[config.mk]
export PLATFORM = sky130hd
export DESIGN_NAME = rv32_lsu
export DESIGN_NICKNAME = d
export VERILOG_FILES = /design/src/rtl/rv32_lsu.sv
export SDC_FILE = /design/constraint.sdc
export NUM_CORES = 1
export LEC_CHECK = 0
export CAP_MARGIN = 25
export CELL_PAD_IN_SITES_DETAIL_PLACEMENT = 2
export CELL_PAD_IN_SITES_GLOBAL_PLACEMENT = 2
export CORE_MARGIN = 2
export CORE_UTILIZATION = 32
export CTS_CLUSTER_DIAMETER = 200
export CTS_CLUSTER_SIZE = 30
export DETAILED_ROUTE_END_ITERATION = 10
export DONT_BUFFER_PORTS = 1
export GPL_ROUTABILITY_DRIVEN = 1
export GPL_TIMING_DRIVEN = 1
export HOLD_SLACK_MARGIN = 0.02
export PLACE_DENSITY_LB_ADDON = 0.1
export SYNTH_ARGS = -nofsm -noshare
export SYNTH_HDL_FRONTEND = slang
export SYNTH_SLANG_ARGS = --single-unit
[constraint.sdc]
create_clock -name clk_i -period 2.1 [get_ports clk_i]
set_clock_uncertainty 0.1 [all_clocks]
set_input_delay 0.63 -clock clk_i [delete_from_list [all_inputs] [get_ports clk_i]]
set_output_delay 0.63 -clock clk_i [all_outputs]
set_load 0.05 [all_outputs]
[src/rtl/rv32_lsu.sv]
// RV32 load/store unit: one outstanding data-bus transaction at a time.
// Accepts a pipeline request, formats byte enables and write data, waits for
// grant and response, and returns the extended load result. Misaligned
// accesses and bus timeouts complete with an error flag instead.
//
// state | meaning
// IDLE  | ready for a request; misaligned requests complete from here
// REQ   | data_req_o high, waiting for data_gnt_i
// RESP  | granted, waiting for data_rvalid_i
module rv32_lsu #(
   parameter int unsigned MAX_WAIT_CYCLES = 255
) (
   input  logic        clk_i,
   input  logic        rst_i,
   input  logic        req_i,
   output logic        ready_o,
   input  logic        we_i,
   input  logic [1:0]  size_i,
   input  logic        unsigned_i,
   input  logic [31:0] addr_i,
   input  logic [31:0] wdata_i,
   output logic        done_o,
   output logic [31:0] rdata_o,
   output logic        err_misalign_o,
   output logic        err_timeout_o,
   output logic        data_req_o,
   output logic [31:0] data_addr_o,
   output logic        data_we_o,
   output logic [3:0]  data_be_o,
   output logic [31:0] data_wdata_o,
   input  logic        data_gnt_i,
   input  logic        data_rvalid_i,
   input  logic [31:0] data_rdata_i
);

   typedef enum logic [1:0] {
      IDLE = 2'd0,
      REQ  = 2'd1,
      RESP = 2'd2
   } state_t;

   // The counter reaches MAX_WAIT_CYCLES on the edge after it holds this value.
   localparam logic [15:0] WAIT_LAST = 16'(MAX_WAIT_CYCLES - 1);

   state_t      state;
   state_t      state_nx;
   logic [15:0] wait_cnt;
   logic [1:0]  size_q;
   logic        uns_q;
   logic [1:0]  off_q;

   logic        accept;
   logic        misaligned;
   logic        timeout_hit;
   logic [3:0]  be_fmt;
   logic [31:0] wdata_fmt;
   logic [31:0] shifted;
   logic [31:0] load_ext;

   assign ready_o     = (state == IDLE);
   assign accept      = req_i && ready_o;
   assign timeout_hit = (wait_cnt == WAIT_LAST);

   // Alignment check on the incoming request.
   always_comb begin
      misaligned = 1'b0;
      case (size_i)
         2'b01:   misaligned = addr_i[0];
         2'b10:   misaligned = |addr_i[1:0];
         2'b11:   misaligned = 1'b1;
         default: misaligned = 1'b0;
      endcase
   end

   // Byte enables and replicated write data for the bus.
   always_comb begin
      be_fmt    = 4'b1111;
      wdata_fmt = wdata_i;
      case (size_i)
         2'b00: begin
            be_fmt    = 4'b0001 << addr_i[1:0];
            wdata_fmt = {4{wdata_i[7:0]}};
         end
         2'b01: begin
            be_fmt    = addr_i[1] ? 4'b1100 : 4'b0011;
            wdata_fmt = {2{wdata_i[15:0]}};
         end
         default: begin
            be_fmt    = 4'b1111;
            wdata_fmt = wdata_i;
         end
      endcase
   end

   // Right-align the response and sign/zero extend to the captured size.
   always_comb begin
      shifted  = data_rdata_i >> {off_q, 3'b000};
      load_ext = shifted;
      case (size_q)
         2'b00:   load_ext = uns_q ? {24'd0, shifted[7:0]}
                                   : {{24{shifted[7]}}, shifted[7:0]};
         2'b01:   load_ext = uns_q ? {16'd0, shifted[15:0]}
                                   : {{16{shifted[15]}}, shifted[15:0]};
         default: load_ext = shifted;
      endcase
   end

   // Next-state logic; a response in RESP takes priority over the timeout.
   always_comb begin
      state_nx = state;
      case (state)
         IDLE: begin
            if (accept && !misaligned) state_nx = REQ;
         end
         REQ: begin
            if (timeout_hit)     state_nx = IDLE;
            else if (data_gnt_i) state_nx = RESP;
         end
         RESP: begin
            if (data_rvalid_i)    state_nx = IDLE;
            else if (timeout_hit) state_nx = IDLE;
         end
         default: state_nx = IDLE;
      endcase
   end

   // State register.
   always_ff @(posedge clk_i) begin
      if (rst_i) state <= IDLE;
      else       state <= state_nx;
   end

   // Request capture, bus outputs, wait counter and completion pulses.
   always_ff @(posedge clk_i) begin
      if (rst_i) begin
         wait_cnt       <= '0;
         size_q         <= '0;
         uns_q          <= 1'b0;
         off_q          <= '0;
         data_req_o     <= 1'b0;
         data_addr_o    <= '0;
         data_we_o      <= 1'b0;
         data_be_o      <= '0;
         data_wdata_o   <= '0;
         done_o         <= 1'b0;
         rdata_o        <= '0;
         err_misalign_o <= 1'b0;
         err_timeout_o  <= 1'b0;
      end else begin
         done_o         <= 1'b0;
         err_misalign_o <= 1'b0;
         err_timeout_o  <= 1'b0;
         case (state)
            IDLE: begin
               if (accept) begin
                  wait_cnt <= '0;
                  size_q   <= size_i;
                  uns_q    <= unsigned_i;
                  off_q    <= addr_i[1:0];
                  if (misaligned) begin
                     done_o         <= 1'b1;
                     err_misalign_o <= 1'b1;
                     rdata_o        <= '0;
                  end else begin
                     data_req_o   <= 1'b1;
                     data_addr_o  <= {addr_i[31:2], 2'b00};
                     data_we_o    <= we_i;
                     data_be_o    <= be_fmt;
                     data_wdata_o <= wdata_fmt;
                  end
               end
            end
            REQ: begin
               wait_cnt <= 16'(wait_cnt + 16'd1);
               if (timeout_hit) begin
                  data_req_o    <= 1'b0;
                  done_o        <= 1'b1;
                  err_timeout_o <= 1'b1;
                  rdata_o       <= '0;
               end else if (data_gnt_i) begin
                  data_req_o <= 1'b0;
               end
            end
            RESP: begin
               wait_cnt <= 16'(wait_cnt + 16'd1);
               if (data_rvalid_i) begin
                  done_o  <= 1'b1;
                  rdata_o <= data_we_o ? 32'd0 : load_ext;
               end else if (timeout_hit) begin
                  done_o        <= 1'b1;
                  err_timeout_o <= 1'b1;
                  rdata_o       <= '0;
               end
            end
            default: begin
               data_req_o <= 1'b0;
            end
         endcase
      end
   end

endmodule

==> results of run 1 <==
-- path summary, 6_finish.rpt --
| path | depth (start not counted) | start | slack, ps | to |
|---|---|---|---|---|
| worst min-delay path | 1 | rst_i | 190 | rdata_o[1] |
| worst max register to register | 8 | state[0] | 80 | rdata_o[14] |
| worst min register to register | 2 | uns_q | 430 | uns_q |
| worst max-delay path | 8 | state[0] | 80 | rdata_o[14] |
-- cells in the mapped netlist (7+ instances only) --
cell type,instances
clkbuf_1,22
nand3_1,12
a21oi_1,75
a221o_1,8
o21ai_0,20
a22o_1,8
buf_4,7
a211oi_1,11
mux2i_1,34
nand4_1,7
o211ai_1,24
a311oi_1,11
mux2_2,7
dfxtp_1,126
xor2_1,12
nor2b_1,15
nand2_1,136
buf_2,21
nand3b_1,9
nor2_1,47
-- cell type report --
type                            instances  area, um^2
Timing Repair Buffer                   31         283
Multi-Input combinational cell        490        3010
Fill cell                            1953       10700
Clock inverter                         10        91.3
Inverter                                7        28.8
Sequential cell                       126        2520
Clock buffer                           21         460
Tap cell                              225         282
-- critical path, delay by kind of cell, from the launching register on --
family / cells / cell delay, ps
AOI/OAI and AO/OA: 2 / 430
adders and majority gates: 1 / 170
buffers and inverters: 2 / 240
DFF: 1 / 360
and+or+nand+nor: 3 / 660
-- sequential cells by signal, summed over array words and instances (netlist names) --
| name | flops |
|---|---|
| data_addr_o | 30 |
| uns_q | 1 |
| done_o | 1 |
| data_we_o | 1 |
| off_q | 2 |
| data_be_o | 4 |
| data_req_o | 1 |
| wait_cnt | 16 |
| err_misalign_o | 1 |
| err_timeout_o | 1 |
| rdata_o | 32 |
| size_q | 2 |
| data_wdata_o | 32 |
| state | 2 |
-- cell families after synthesis --
kind of cell | count (synthesis) | share of synthesized area
fa+ha+maj | 6 | 0.0131
mux | 41 | 0.0730
xor+xnor | 15 | 0.0229
flops | 126 | 0.439
compound gates | 173 | 0.195
buf+inv | 59 | 0.0477
other cells | 1 | 0.000653
simple gates | 253 | 0.208
-- what timing repair did --
item	4_1_cts	5_1_grt
pin swaps	2	5
gates resized for setup	6	10
endpoints found under the setup margin	23	37
buffers inserted	1	1
-- report_power, final --
group          leakage (uW)  internal (uW)  switching (uW)
registers           0.00102           2600             742
clock network      0.000257           1680            1090
logic               0.00106            595             913
total               0.00234           4870            2750
-- through the flow --
| stage | power (uW) | hold WS [ps] | utilization |
|---|---|---|---|
| after floorplan | 4390 | 359 | - |
| after global placement | 4790 | 383 | 0.348 |
| after detailed placement | 4870 | 428 | 0.348 |
| after CTS | 7690 | 171 | 0.381 |
| after global routing | 8020 | 161 | 0.384 |
| final | 7610 | 189 | 0.384 |
-- cells in the final DEF (no fill, tap or decap), drive strengths merged, types with 2 or more instances in the layout --
cell	Yosys	layout
nand2	136	136
dfxtp	126	126
a21oi	75	75
nor2	47	47
mux2i	34	34
buf	30	31
o211ai	25	25
o21ai	23	23
clkbuf	22	21
nor2b	15	15
xor2	12	12
nand3	12	12
a211oi	11	11
a311oi	11	11
nand3b	9	9
a22o	8	8
a221o	8	8
nand4	7	7
mux2	7	7
ha	6	6
nor3	6	6
inv	6	6
clkinvlp	0	5
clkinv	1	5
nor4	4	4
and4	3	3
nor4b	3	3
and3	3	3
xnor2	3	3
o21bai	2	2
a22oi	2	2
conb	1	2
and4bb	2	2
-- layer usage --
metal / share of wire / global-route usage / vias to the layer above
met4: 0.019 / 0.0731 / 0
li1: - / - / 2377
met1: 0.41 / 0.232 / 2419
met5: 0 / 0 / -
met2: 0.48 / 0.329 / 178
met3: 0.093 / 0.0841 / 27
==> flow_metrics.env, run 1 <==
export IMPL_status="finished, final reports clean"
export IMPL_ys_flop_type="dfxtp_1"
export IMPL_drtPass1Iterations=4
export IMPL_post_synth_num_cell_types=54
export IMPL_yosysTopAreaCellShare=0.439
export IMPL_final_antenna_net_count=0
export IMPL_cpMaxStageDelayCell="dfxtp_2"
export IMPL_antenna_found_initial=0
export IMPL_syn_inst=674
export IMPL_die_w_um=138
export IMPL_hold_buffers=0
export IMPL_worst_setup_path_end_kind="flop"
export IMPL_critical_path_required_ps=2370
export IMPL_fmax_mhz=495
export IMPL_num_antenna_cells=0
export IMPL_vias=5001
export IMPL_dpl_cell_area_um2=6070
export IMPL_cap_violations=0
export IMPL_power_density_nw_per_um2=1140
export IMPL_insertion_delay_ps=410
export IMPL_grt_total_usage=0.200
export IMPL_cp_data_arrival_time_ps=2290
export IMPL_numCtsBuffers=17
export IMPL_grt_max_degree=112
export IMPL_wire_per_inst_um=21.3
export IMPL_fin_area_um2=6680
export IMPL_core_area_um2=17400
export IMPL_htreeDepth=4
export IMPL_grt_overflow_total=0
export IMPL_drc_errors=0
export IMPL_synth_top_cell_by_area="dfxtp_1"
export IMPL_synth_seq_area_share=0.439
export IMPL_finalHoldViolCount=0
export IMPL_drtIter0Drc=164
export IMPL_fin_crit_ps=2020
export IMPL_ys_top_cells_by_area="dfxtp_1 (44%), nand2_1 (8.9%), a21oi_1 (6.5%)"
export IMPL_cts_tree="built"
export IMPL_tightest_slew_ps=611
export IMPL_final_cell_count_no_fill=910
export IMPL_die_h_um=138
export IMPL_rows=48
export IMPL_period_share=0.962
export IMPL_via_per_inst=5.50
export IMPL_rsz0062_at_grt="false"
export IMPL_finalSetupTns_ps=0
export IMPL_grt_pass1_wl_um=29300
export IMPL_layout_drive_gt1_share=0.131
export IMPL_worstSetupStartpointType="flop"
export IMPL_worstSetupPathType="reg2reg"
export IMPL_dp_hpwl_um=14300
export IMPL_cpMostUsedCell="a22o_1"
export IMPL_p_leak_uw=0.00234
export IMPL_pin_count=211
export IMPL_vdd_drop_max_mv=0.562
export IMPL_ys_warn_count=0
export IMPL_clockBufferDepth=2
export IMPL_syn_area_per_cell_um2=8.52
export IMPL_place_inst=877
export IMPL_cts_root_buf="clkbuf_16"
export IMPL_path_cells="inv_4 -> ha_4 -> nor2b_4 -> a22o_1 -> nor4_4 -> buf_4 -> and2_1 -> a22o_1"
export IMPL_nets=784
export IMPL_slew_headroom=0.592
export IMPL_drv_slew=0
export IMPL_slowest_delay_ps=360
export IMPL_clk_pin_slew_ps=60
export IMPL_globalplace_congestion=0.755
export IMPL_cts_sinks=126
export IMPL_setup_viol=0
export IMPL_ys_ff_latch=126
export IMPL_worst_slack_ps=80.7
export IMPL_routed_wl_um=19400
export IMPL_portBuffers=0
export IMPL_grt_pass1_vias=5288
export IMPL_area_delta_synth_final_pct=16.3
export IMPL_dp_slack_ps=-114
export IMPL_fp_dieArea_um2=19000
export IMPL_start_util=0.330
export IMPL_syn_area_um2=5740
export IMPL_synth_edf_count=0
export IMPL_hp_class="in2reg"
export IMPL_synthArstFlopShare=0
export IMPL_critPathMaxFanout=7
Power figures use the tool's default switching activity.
==> run 2: changes to the inputs <==
CORE_MARGIN = 10   (was 2)
==> flow_metrics.env, run 2 (synthesis gave the netlist of run 1 again) <==
export IMPL_critical_path_required_ps=2350
export IMPL_num_antenna_cells=0
export IMPL_layout_drive_gt1_share=0.152
export IMPL_path_cells="buf_4 -> ha_2 -> nand4b_1 -> nor4_4 -> buf_4 -> and4bb_4 -> a221o_1"
export IMPL_clk_pin_slew_ps=60
export IMPL_cts_root_buf="clkbuf_16"
export IMPL_vias=5110
export IMPL_final_cell_count_no_fill=923
export IMPL_cpLargestDelayFamily="simple AND/OR/NAND/NOR gates"
export IMPL_final_util=0.390
export IMPL_grt_max_degree=112
export IMPL_total_power_uw=7750
export IMPL_fmax_mhz=496
export IMPL_insertion_delay_ps=410
export IMPL_via_per_inst=5.54
export IMPL_nets=797
export IMPL_tightest_slew_ps=635
export IMPL_worstSetupPathType="reg2reg"
export IMPL_period_share=0.959
export IMPL_grt_pass1_vias=5438
export IMPL_top_usage_layer="met2"
export IMPL_reg_top3="data_wdata_o x32, rdata_o x32, data_addr_o x30"
export IMPL_fp_dieArea_um2=23700
export IMPL_cap_violations=0
export IMPL_p_leak_uw=0.00241
export IMPL_fin_area_um2=6800
export IMPL_start_util=0.330
export IMPL_slowest_delay_ps=340
export IMPL_dp_hpwl_um=16000
export IMPL_clockBufferDepth=2
export IMPL_grt_overflow_total=0
export IMPL_worst_setup_path_end_kind="flop"
export IMPL_finalHoldViolCount=0
export IMPL_use_met1=0.195
export IMPL_vdd_drop_max_mv=0.584
export IMPL_grt_total_usage=0.174
export IMPL_drv_slew=0
export IMPL_drtPass1Iterations=4
export IMPL_drc_errors=0
export IMPL_numCtsBuffers=17
export IMPL_hp_class="in2reg"
export IMPL_wire_per_inst_um=23.9
export IMPL_place_inst=882
export IMPL_use_met2=0.289
export IMPL_worstSetupStartpointType="flop"
export IMPL_fin_crit_ps=2010
export IMPL_antenna_found_initial=0
export IMPL_die_h_um=154
export IMPL_pin_count=211
export IMPL_power_density_nw_per_um2=1140
export IMPL_area_delta_synth_final_pct=18.3
export IMPL_die_w_um=154
export IMPL_worst_slack_ps=85.3
export IMPL_final_antenna_net_count=0
export IMPL_drtIter0Drc=259
export IMPL_dp_slack_ps=-168
export IMPL_routed_wl_um=22100
export IMPL_slew_headroom=0.575
export IMPL_cpMaxStageDelayCell="dfxtp_2"
export IMPL_dpl_cell_area_um2=6090
export IMPL_critPathMaxFanout=8
export IMPL_portBuffers=0
export IMPL_final_common_cell="nand2_1"
export IMPL_globalplace_congestion=0.790
export IMPL_cp_data_arrival_time_ps=2270
export IMPL_htreeDepth=4
export IMPL_cpMostUsedCell="buf_4"
export IMPL_cts_tree="built"
export IMPL_rows=48
export IMPL_crit_buf_inv=2
export IMPL_grt_pass1_wl_um=33200
export IMPL_core_area_um2=17400
export IMPL_met3_usage=0.0865
export IMPL_setup_viol=0
export IMPL_layout_common_cells="nand2_1 (136), dfxtp_1 (124), a21oi_1 (75), nor2_1 (46), buf_4 (38)"
export IMPL_cts_sinks=126
export IMPL_status="finished, final reports clean"
## run 2: cell types whose count changed in the layout (fill, tap and decap cells not counted), moves of 2 or more
| cell | delta |
|---|---|
| clkinv_2 | +2 |
| clkbuf_8 | -2 |
| buf_4 | +11 |
| buf_6 | +2 |
| clkbuf_1 | -2 |
| inv_6 | +2 |
## run 2: report_power, final
part / total (uW) / switching, uW / internal [uW]
sequential: 3360 / 760 / 2600
clock: 2750 / 1130 / 1620
combinational: 1650 / 962 / 686
## run 2: worst paths after layout
| kind | start | to | slack (ps) | depth (start not counted) |
|---|---|---|---|---|
| min | rst_i | rdata_o[0] | 200 | 1 |
| max reg2reg | state[1] | rdata_o[28] | 90 | 7 |
| max | state[1] | rdata_o[28] | 90 | 7 |
| min reg2reg | wait_cnt[7] | wait_cnt[7] | 420 | 2 |
## run 2: timing repair
item	CTS	global route
setup buffers	2	7
hold buffers	0	0
cloned	0	1
pin swaps	3	6
resized for setup	9	11
setup endpoints to repair	23	23
## run 2: area by class of cell
| class | count | area [um^2] |
|---|---|---|
| flip-flops and latches | 126 | 2520 |
| fillers | 1927 | 10600 |
| multi-input cells | 490 | 3020 |
| well taps | 225 | 282 |
| inverters | 7 | 28.8 |
| clock buffers | 17 | 425 |
| repair buffers | 44 | 393 |
| clock inverters | 14 | 120 |
## run 2: metal layers
| layer | part of all wire | routed length [um] | up-vias |
|---|---|---|---|
| met5 | 0 | 0 | - |
| li1 | - | - | 2409 |
| met3 | 0.093 | 2060 | 14 |
| met1 | 0.40 | 8860 | 2532 |
| met2 | 0.49 | 10900 | 155 |
| met4 | 0.0099 | 218 | 0 |
## run 2: metrics by stage
step                TNS [ps]  hold WS, ps
floorplan                  0          359
global placement        -114          387
detailed placement     -1530          412
CTS                        0          177
global route           -26.0          178
finish                     0          202
